`src/rtl/mult_sequencer.sv`:
```
// mult_sequencer: step-index controller for the shift-add multiplier datapath
// Drives count into the control memory, with start/busy/done handshake, abort and early exit.
module mult_sequencer #(
    parameter int         WIDTH     = 4,
    parameter logic [3:0] IDLE_CODE = 4'b1111
) (
    input  logic       clk,
    input  logic       rst,
    input  logic       start,
    input  logic       abort,
    input  logic       y_lsb,
    input  logic       y_zero,
    output logic [3:0] count,
    output logic [3:0] iter,
    output logic       busy,
    output logic       done
);
    typedef enum logic [2:0] {IDLE, LDX, LDY, ACC, SHF, STO, FIN} state_t;
    state_t     state, nxt;
    logic [3:0] iter_inc;
    function automatic state_t decide(input logic [3:0] it, input logic lsb, input logic zero);
        return (zero || it == 4'(WIDTH)) ? STO : lsb ? ACC : SHF;
    endfunction
    function automatic logic [3:0] code_of(input state_t s);
        return s == LDX ? 4'd0 : s == LDY ? 4'd1 : s == ACC ? 4'd2 :
               s == SHF ? 4'd3 : s == STO ? 4'd4 : IDLE_CODE;
    endfunction
    assign iter_inc = (iter >= 4'(WIDTH)) ? iter : iter + 4'd1;
    always_comb begin
        nxt = IDLE;
        case (state)
            IDLE:    nxt = start ? LDX : IDLE;
            LDX:     nxt = LDY;
            LDY:     nxt = decide(iter, y_lsb, y_zero);
            ACC:     nxt = SHF;
            SHF:     nxt = decide(iter_inc, y_lsb, y_zero);
            STO:     nxt = FIN;
            default: nxt = IDLE;
        endcase
        if (abort) nxt = IDLE;
    end
    // Outputs are registered from the next state so count tracks the state entered on each edge.
    always_ff @(posedge clk) begin
        if (rst) begin
            state <= IDLE;
            count <= IDLE_CODE;
            iter  <= 4'd0;
            busy  <= 1'b0;
            done  <= 1'b0;
        end else begin
            state <= nxt;
            count <= code_of(nxt);
            busy  <= nxt inside {LDX, LDY, ACC, SHF, STO};
            done  <= nxt == FIN;
            if (nxt == LDX) iter <= 4'd0;
            else if (state == SHF && nxt != IDLE) iter <= iter_inc;
        end
    end
endmodule
```
`config.mk`:
```
export PLATFORM = sky130hd
export DESIGN_NAME = mult_sequencer
export DESIGN_NICKNAME = d
export VERILOG_FILES = /design/src/rtl/mult_sequencer.sv
export SDC_FILE = /design/constraint.sdc
export NUM_CORES = 1
export LEC_CHECK = 0
export CORE_MARGIN = 10
export CORE_UTILIZATION = 40
export CTS_BUF_LIST = sky130_fd_sc_hd__clkbuf_4 sky130_fd_sc_hd__clkbuf_8 sky130_fd_sc_hd__clkbuf_16
export CTS_CLUSTER_SIZE = 8
export DETAILED_ROUTE_END_ITERATION = 12
export MAX_ROUTING_LAYER = met4
export PLACE_DENSITY_LB_ADDON = 0.08
export SYNTH_ARGS = -nofsm -noshare
export SYNTH_HDL_FRONTEND = slang
export SYNTH_SLANG_ARGS = --single-unit
export TNS_END_PERCENT = 5
```
`constraint.sdc`:
```
create_clock -name clk -period 1.8 [get_ports clk]
set_input_delay 0.45 -clock clk [delete_from_list [all_inputs] [get_ports clk]]
set_output_delay 0.45 -clock clk [all_outputs]
set_load 0.05 [all_outputs]
```
======== After elaboration in Yosys (flattened, before gate mapping) ========
Cells that the tools add are included.
storage, ports and cells
  bits in latches ......................... 0
  memory bits (read-only) ................. 0
  logic and storage cells ................. 39
  memory bits (writable) .................. 0
  memories kept ........................... 0
  bits in registers ....................... 13
cells by class
  add/sub/neg operators ................... 1
  muxes and demuxes ....................... 12
  div/mod/pow operators ................... 0
  magnitude comparators ................... 1
  reduce and logical (&&, ||, !) cells .... 7
  shift-type cells ........................ 0
  $mul .................................... 0
  equality and inequality tests ........... 13
  bitwise logic cells ..................... 0
operators with widths
  kind                 number
  $mux 4               6
  $pmux 3 s6           1
  $eq 3x3->1 const B   5
  $eq 3x2->1 const B   4
  $mux 3               4
  $eq 4x3->1 const B   2
  $eq 3x1->1 const B   2
  $reduce_bool 5->1    1
  $add 4x1->4 const B  1
  $ge 4x3->1 const B   1
  $logic_not 3->1      1
  $reduce_bool 3->1    1
  $logic_or 1x1->1     2
  $reduce_or 2->1      1
  $logic_and 1x1->1    1
  $mux 1               1

======== Longest topological paths before layout ========
Gate-level depths: netlist of run 1.
  depth after elaboration ................. 13
  depth in mapped cells ................... 7
  mapped depth without buffers ............ 7

======== Least setup slack after synthesis of run 1 ========
OpenSTA, ideal clock, no wires.
  path kind ............................... reg2reg
  from .................................... reg iter[0]
  to ...................................... reg iter[0]
  clock period less this slack ............ 2.345 ns
  stages on the path, launching flop included .. 8
  data required time ...................... 1.673 ns
  slack ................................... -0.545 ns
  data arrival time ....................... 2.218 ns
  library setup time ...................... 0.127 ns
  cell sequence ........................... dfxtp_1 inv_1 ha_1 nor4b_2 a211oi_1 a221o_1 nor4_4 nor3_1
between the ends
  longest elaborated chain between the ends .. 9
ends and longest elaborated chain
  element                                                         RTL line  RTL
  start: declaration                                              14        output logic [3:0] iter,
  start signal: assignment                                        56        else if (state == SHF && nxt != IDLE) iter <= iter_inc;
  $add 4x1->4 or $ge 4x3->1 (tied branches)                       28        assign iter_inc = (iter >= 4'(WIDTH)) ? iter : iter + 4'd1;
  $mux 4                                                          28
  $eq 4x3->1                                                      22        return (zero || it == 4'(WIDTH)) ? STO : lsb ? ACC : SHF;
  $logic_or 1x1->1                                                22
  $mux 3                                                          22
  $pmux 3 s6                                                      31        case (state)
  $mux 3                                                          40        if (abort) nxt = IDLE;
  $eq 3x1->1 or $reduce_bool 3->1 (tied branches)                 55, 56
  $reduce_or 2->1 (no line) or $logic_and 1x1->1 (tied branches)  n/a
Several ways; a longest one is shown, not always the timed one.
A chain may end at the register's enable or synchronous reset.

======== Worst setup path in the final report of run 1 ========
  from .................................... reg iter[0]
  to ...................................... reg count[1]
between the ends
  longest elaborated chain between the ends .. 13
ends and longest elaborated chain
  element                                    RTL line  RTL
  $add 4x1->4 or $ge 4x3->1 (tied branches)  28
  $mux 4                                     28
  $eq 4x3->1                                 22
  $logic_or 1x1->1                           22
  $mux 3                                     22
  $pmux 3 s6 (*)                             31
  $mux 3 (*)                                 40
  $eq 3x3->1                                 26        s == SHF ? 4'd3 : s == STO ? 4'd4 : IDLE_CODE;
  $mux 4 (2 in a row)                        26
  $mux 4 (2 in a row)                        25        return s == LDX ? 4'd0 : s == LDY ? 4'd1 : s == ACC ? 4'd2 :
  $mux 4 (*)                                 25
  end signal: assignment                     52        count <= code_of(nxt);
  end: declaration                           13        output logic [3:0] count,
Every way passes the cells marked *; elsewhere a longest branch is shown, timed or not.

==> results of run 1 <==
area by class of cell:
| cell class | count | area, sq um |
|---|---|---|
| Fill cell | 162 | 674 |
| Multi-Input combinational cell | 53 | 429 |
| Sequential cell | 13 | 268 |
| Timing Repair Buffer | 27 | 240 |
| Clock buffer | 4 | 30.0 |
| Inverter | 7 | 26.3 |
| Tap cell | 17 | 21.3 |
cell usage after synthesis (all sizes together) (2+ instances only):
library cell  count
inv               7
o2111ai           2
mux2i             2
nor4              2
o21ai             2
nor3              7
ha                2
nor4b             2
nand2b            3
nor3b             2
nand2             4
a21oi             2
dfxtp            13
nor2              6
registers in the layout, indices dropped and copies added, names as in the netlist:
register,count
state,3
busy,1
done,1
count,4
iter,4
layer usage:
| layer | up-vias | wire length [um] | global-route usage (%) |
|---|---|---|---|
| met5 | - | 0 | - |
| met4 | 0 | 0 | 1.27 |
| met3 | 0 | 88 | 5.28 |
| met2 | 12 | 786 | 15.2 |
| met1 | 300 | 714 | 10.7 |
| li1 | 333 | - | - |
path summary, 6_finish.rpt:
path / from / end / slack [ns] / cells past startpoint
setup / recovery: iter[0] / count[1] / -0.10 / 7
hold reg to reg: iter[2] / iter[2] / 0.64 / 2
setup reg to reg: iter[0] / count[1] / -0.10 / 7
hold / removal: iter[2] / iter[2] / 0.64 / 2
critical path, cell delays in order, from the launching register on:
cell	delay, ns
dfxtp_4	0.34
buf_4	0.16
ha_1	0.25
nor4bb_1	0.17
o211ai_1	0.26
o2111ai_2	0.24
o32ai_1	0.30
nand2_1	0.09
what timing repair did:
item,in CTS,in global routing
resized for setup,0,3
endpoints found under the hold margin,0,0
setup endpoints to repair,8,13
pin swaps,1,1
power groups by stage:
stage | combinational (mW) | sequential, mW | clock, mW
after floorplan | 0.0478 | 0.333 | 0
after global placement | 0.120 | 0.305 | 0
after detailed placement | 0.121 | 0.306 | 0
after CTS | 0.122 | 0.299 | 0.193
after global routing | 0.130 | 0.300 | 0.214
final | 0.121 | 0.299 | 0.186
per-stage QoR:
| step | hold WS, ns | utilization [%] | area [sq um] | worst slack, ns |
|---|---|---|---|---|
| 3_3_place_gp | 0.625 | 56.7 | 958 | -0.233 |
| 2_1_floorplan | 0.518 | - | 708 | -0.196 |
| 4_1_cts | 0.633 | 58.5 | 988 | -0.178 |
| 5_1_grt | 0.701 | 60.1 | 1010 | -0.282 |
| 6_report | 0.644 | 60.1 | 1010 | -0.100 |
| 3_5_place_dp | 0.619 | 56.7 | 958 | -0.270 |
cells by family after synthesis:
logic type | after synthesis | synth area share, %
flip-flops | 13 | 37.1
buffers and inverters | 8 | 5.36
adder cells (fa/ha/maj) | 2 | 3.57
multiplexers | 2 | 2.86
AO/OA/AOI/OAI | 15 | 17.3
AND/OR/NAND/NOR | 32 | 31.3
XOR/XNOR | 2 | 2.50
==> reports/metrics.cfg, run 1 <==
[finish]
area_growth_syn_to_layout_pct=44.8
drive_above_1_share_pct=36.5
fin_nets=113
final_cell_mix=buf_4 (20), dfxtp_1 (11), inv_1 (7), nor3_1 (7)
antenna_cells=0
final_common_cell=buf_4
stdcell_count=121

[setup_path]
critPathMaxFanout=7
end_kind=flip-flop
critPathRequiredTime_ns=1.96
start_kind=flip-flop
worstPathArrival_ns=2.06
critPathKind=reg -> reg

[detailed_routing]
wirelength_um=1590
wl_per_cell_um=13.1
drtIter0Drc=17
firstDrtPassIters=4
drc=0
vias=645
antenna_left=0
drt-vias-per-instance=5.33

[pwr]
p_sw_uw=159
vdd.ir_drop.worst_uv=659
p_leak_nw=0.424
power_uw=606
combPwrFrac_pct=20.1
power_density_nw_per_um2=597
seqPwrFrac_pct=49.3
p_clk_share_pct=30.6
intPower_uw=446
netSwitchingFraction_pct=26.3

[die]
pin_count=16
core_area_sq_um=1690
start_util_pct=41.5
die_h_um=61.9
fp-row-count=15
chipWidth_um=61.9
dieArea_sq_um=3830

[logic_synthesis]
synth_seq_cells=13
ys_seq_area_share_pct=37.1
synth_top_area_cell=dfxtp_1
yosysTopAreaCellShare_pct=37.1
synthesis.nets=82
syn_inst=74
yosys_warnings=0
synth_area_sq_um=701
synth-async-reset-ratio_pct=0
synth.distinct_cells=36
synth_edf_count=0
synth-main-ff-cell=dfxtp_1
syn_area_per_cell_sq_um=9.47
ys_top_cells_by_area=dfxtp_1 (37%), nor3_1 (5.0%), nor4b_2 (4.3%)

[timing]
tns_ns=-0.640
period_needed_ns=1.90
timing.fmax_mhz=526
finalSetupViolCount=8
tightest_slew_ns=0.382
drv_slew=0
timing.final.crit_share_pct=106
final-hold-violation-count=0
worst_slew_margin_rel_pct=74.3
skew_ns=0.00208
setup_ws_ns=-0.100
rsz0062_at_grt=true

[global_route]
grt_max_degree=10
antenna_found_initial=0
grt_pass1_wl_um=2750
grt_util_all_layers_pct=9.61
grt.overflow.total=0
grt_pass1_vias=637

[worst_hold_path]
hp-class=reg -> reg

[placed_design]
hpwl_um=1320
io_buffers=15
place_congestion=0.926
dp_cells=117

[status]
outcome=finished with violations
violations=setup timing

[clocking]
tritoncts=built
htreeDepth=1
post_cts_buffers=0
cts.sink_count=13
clock-root-buffer=clkbuf_4
clk_pin_slew_ns=0.07
cts_made_buffers=3
cts_buffer_depth=2
cts-hold-fix-buffers=0
clk_latency_ns=0.27

[run]
drv_cap=0

(Power assumes the default switching activity.)
==> run 2, diff against run 1 <==
--- a/config.mk
+++ b/config.mk
@@ -5,6 +5,7 @@
 export SDC_FILE = /design/constraint.sdc
 export NUM_CORES = 1
 export LEC_CHECK = 0
+export CAP_MARGIN = 20
 export CORE_MARGIN = 10
 export CORE_UTILIZATION = 40
 export CTS_BUF_LIST = sky130_fd_sc_hd__clkbuf_4 sky130_fd_sc_hd__clkbuf_8 sky130_fd_sc_hd__clkbuf_16
==> constraint.sdc (replaced) <==
create_clock -name clk -period 1.8 [get_ports clk]
set_input_delay 0.45 -clock clk [delete_from_list [all_inputs] [get_ports clk]]
set_output_delay 0.45 -clock clk [all_outputs]
set_load 0.1 [all_outputs]
==> run 2 against run 1 <==
  * The run still ends with setup timing left
  * Routed wire length is 1.2% higher
  * First-iteration DRC count fell by 65%
  * Die area is the same
  * Sequential share of layout area decreased by 1.3 points
  * Worst hold slack lost 0.093 ns
  * Via count up 1.9%
  * Count of clock-buffer cells in the layout unchanged
  * Setup slack got worse by 0.074 ns
  * Sequential power up 2%
  * Clock skew is essentially flat
  * Critical path depth stayed put
  * Critical path type unchanged
  * Largest cell class unchanged
==> reports/metrics.cfg, run 2 (synthesized netlist as in run 1, its figures left out) <==
[timing]
finalSetupViolCount=8
worst_slew_margin_rel_pct=74.7
tightest_slew_ns=0.377
drv_slew=0
hold_slack_ns=0.552
final-hold-violation-count=0
timing.final.crit_share_pct=110
setup_ws_ns=-0.174
rsz0062_at_grt=true
period_needed_ns=1.97
timing.fmax_mhz=507
skew_ns=0.00179

[clocking]
cts.sink_count=13
clk_pin_slew_ns=0.07
post_cts_buffers=0
cts_resized=0
clock-root-buffer=clkbuf_4
htreeDepth=1
tritoncts=built
cts_made_buffers=3
cts_buffer_depth=2
clk_latency_ns=0.27

[global_route]
grt_max_degree=10
grt_pass1_vias=624
grt_pass1_wl_um=2620
grt_util_all_layers_pct=9.63
antenna_found_initial=0
grt.overflow.total=0

[detailed_routing]
vias=657
antenna_left=0
drt-vias-per-instance=5.52
wl_per_cell_um=13.5
drtIter0Drc=6
wirelength_um=1610
firstDrtPassIters=4
drc=0

[pwr]
netSwitchingFraction_pct=29.3
p_sw_uw=193
combPwrFrac_pct=25.3
p_leak_nw=0.446
vdd.ir_drop.worst_uv=742
power_density_nw_per_um2=611
seqPwrFrac_pct=46.3
p_clk_share_pct=28.4
intPower_uw=465

[finish]
drive_above_1_share_pct=35.3
final_cell_mix=buf_12 (10), buf_4 (10), dfxtp_1 (9)
fin_nets=111
antenna_cells=0
stdcell_count=119
reg_top3=count: 4 flops, iter: 4 flops, state: 3 flops
area_growth_syn_to_layout_pct=53.6

[setup_path]
start_kind=flip-flop
worstPathArrival_ns=2.12
critPathKind=reg -> reg
critPathRequiredTime_ns=1.95
critPathMaxFanout=4
end_kind=flip-flop

[die]
fp-row-count=15
pin_count=16
dieArea_sq_um=3830
start_util_pct=41.5
core_area_sq_um=1690
chipWidth_um=61.9
die_h_um=61.9

[worst_hold_path]
hp-class=reg -> reg

[placed_design]
hpwl_um=1340
place_congestion=0.830
dp_cells=115
io_buffers=15

[status]
violations=setup timing
outcome=finished with violations

[run]
drv_cap=0

-- run 2: changes by cell type in the layout (fill, tap and decap cells not counted) --
| cell | change |
|---|---|
| ha_4 | -1 |
| a211oi_1 | +1 |
| buf_12 | +8 |
| nor4b_2 | +1 |
| nor4b_4 | -1 |
| dfxtp_1 | -2 |
| buf_4 | -10 |
| a211oi_2 | -1 |
| ha_1 | +1 |
| dfxtp_2 | +2 |
-- run 2: final timing paths --
kind                 from       to  slack [ns]  cells past startpoint
hold / removal    iter[3]  iter[3]        0.55                      2
setup / recovery  iter[0]  iter[1]       -0.17                      7
setup reg to reg  iter[0]  iter[1]       -0.17                      7
hold reg to reg   iter[3]  iter[3]        0.55                      2
-- run 2: power by group through the flow --
stage | Sequential (mW) | Clock (mW) | Combinational, mW
after floorplan | 0.362 | 0 | 0.0478
after global placement | 0.311 | 0 | 0.167
after detailed placement | 0.311 | 0 | 0.167
after CTS | 0.305 | 0.197 | 0.168
after global routing | 0.306 | 0.205 | 0.176
final | 0.305 | 0.187 | 0.166
-- run 2: layout make-up --
type | instances | area (sq um)
fill | 147 | 613
multi-input combinational | 53 | 403
timing repair buffer | 25 | 325
sequential | 13 | 270
clock buffer | 4 | 30.0
inverter | 7 | 26.3
tap | 17 | 21.3
-- run 2: per-layer routing --
metal  wire length (um)  global-route usage [%]  up-vias  share of wire [%]
met2                829                    15.8       11                 52
met3                 94                    4.67        4                5.8
met1                649                    9.66      313                 40
met5                  0                       -        -                  0
li1                   -                       -      329                  -
met4                 34                    3.82        0                2.1
-- run 2: timing repair --
action                     in CTS  in global routing
setup endpoints to repair       8                 12
hold buffers                    0                  0
pin swaps                       3                  0
-- run 2: critical path: stages, from the launching register on --
cell and delay (ns):
dfxtp_4 0.35, inv_1 0.04, ha_1 0.31, nor4b_2 0.23, a211oi_1 0.15, a221o_1 0.37
nor4_4 0.31, nor3_1 0.09
-- run 2: stage by stage --
step	util, %	cell area [sq um]	worst slack [ns]	total power, mW	TNS [ns]
floorplan	-	711	-0.313	0.410	-2.19
global placement	61.9	1050	-0.234	0.478	-1.67
detailed placement	61.9	1050	-0.288	0.479	-1.83
CTS	63.7	1080	-0.197	0.670	-0.976
global route	63.7	1080	-0.305	0.687	-2.20
finish	63.7	1080	-0.174	0.658	-0.817
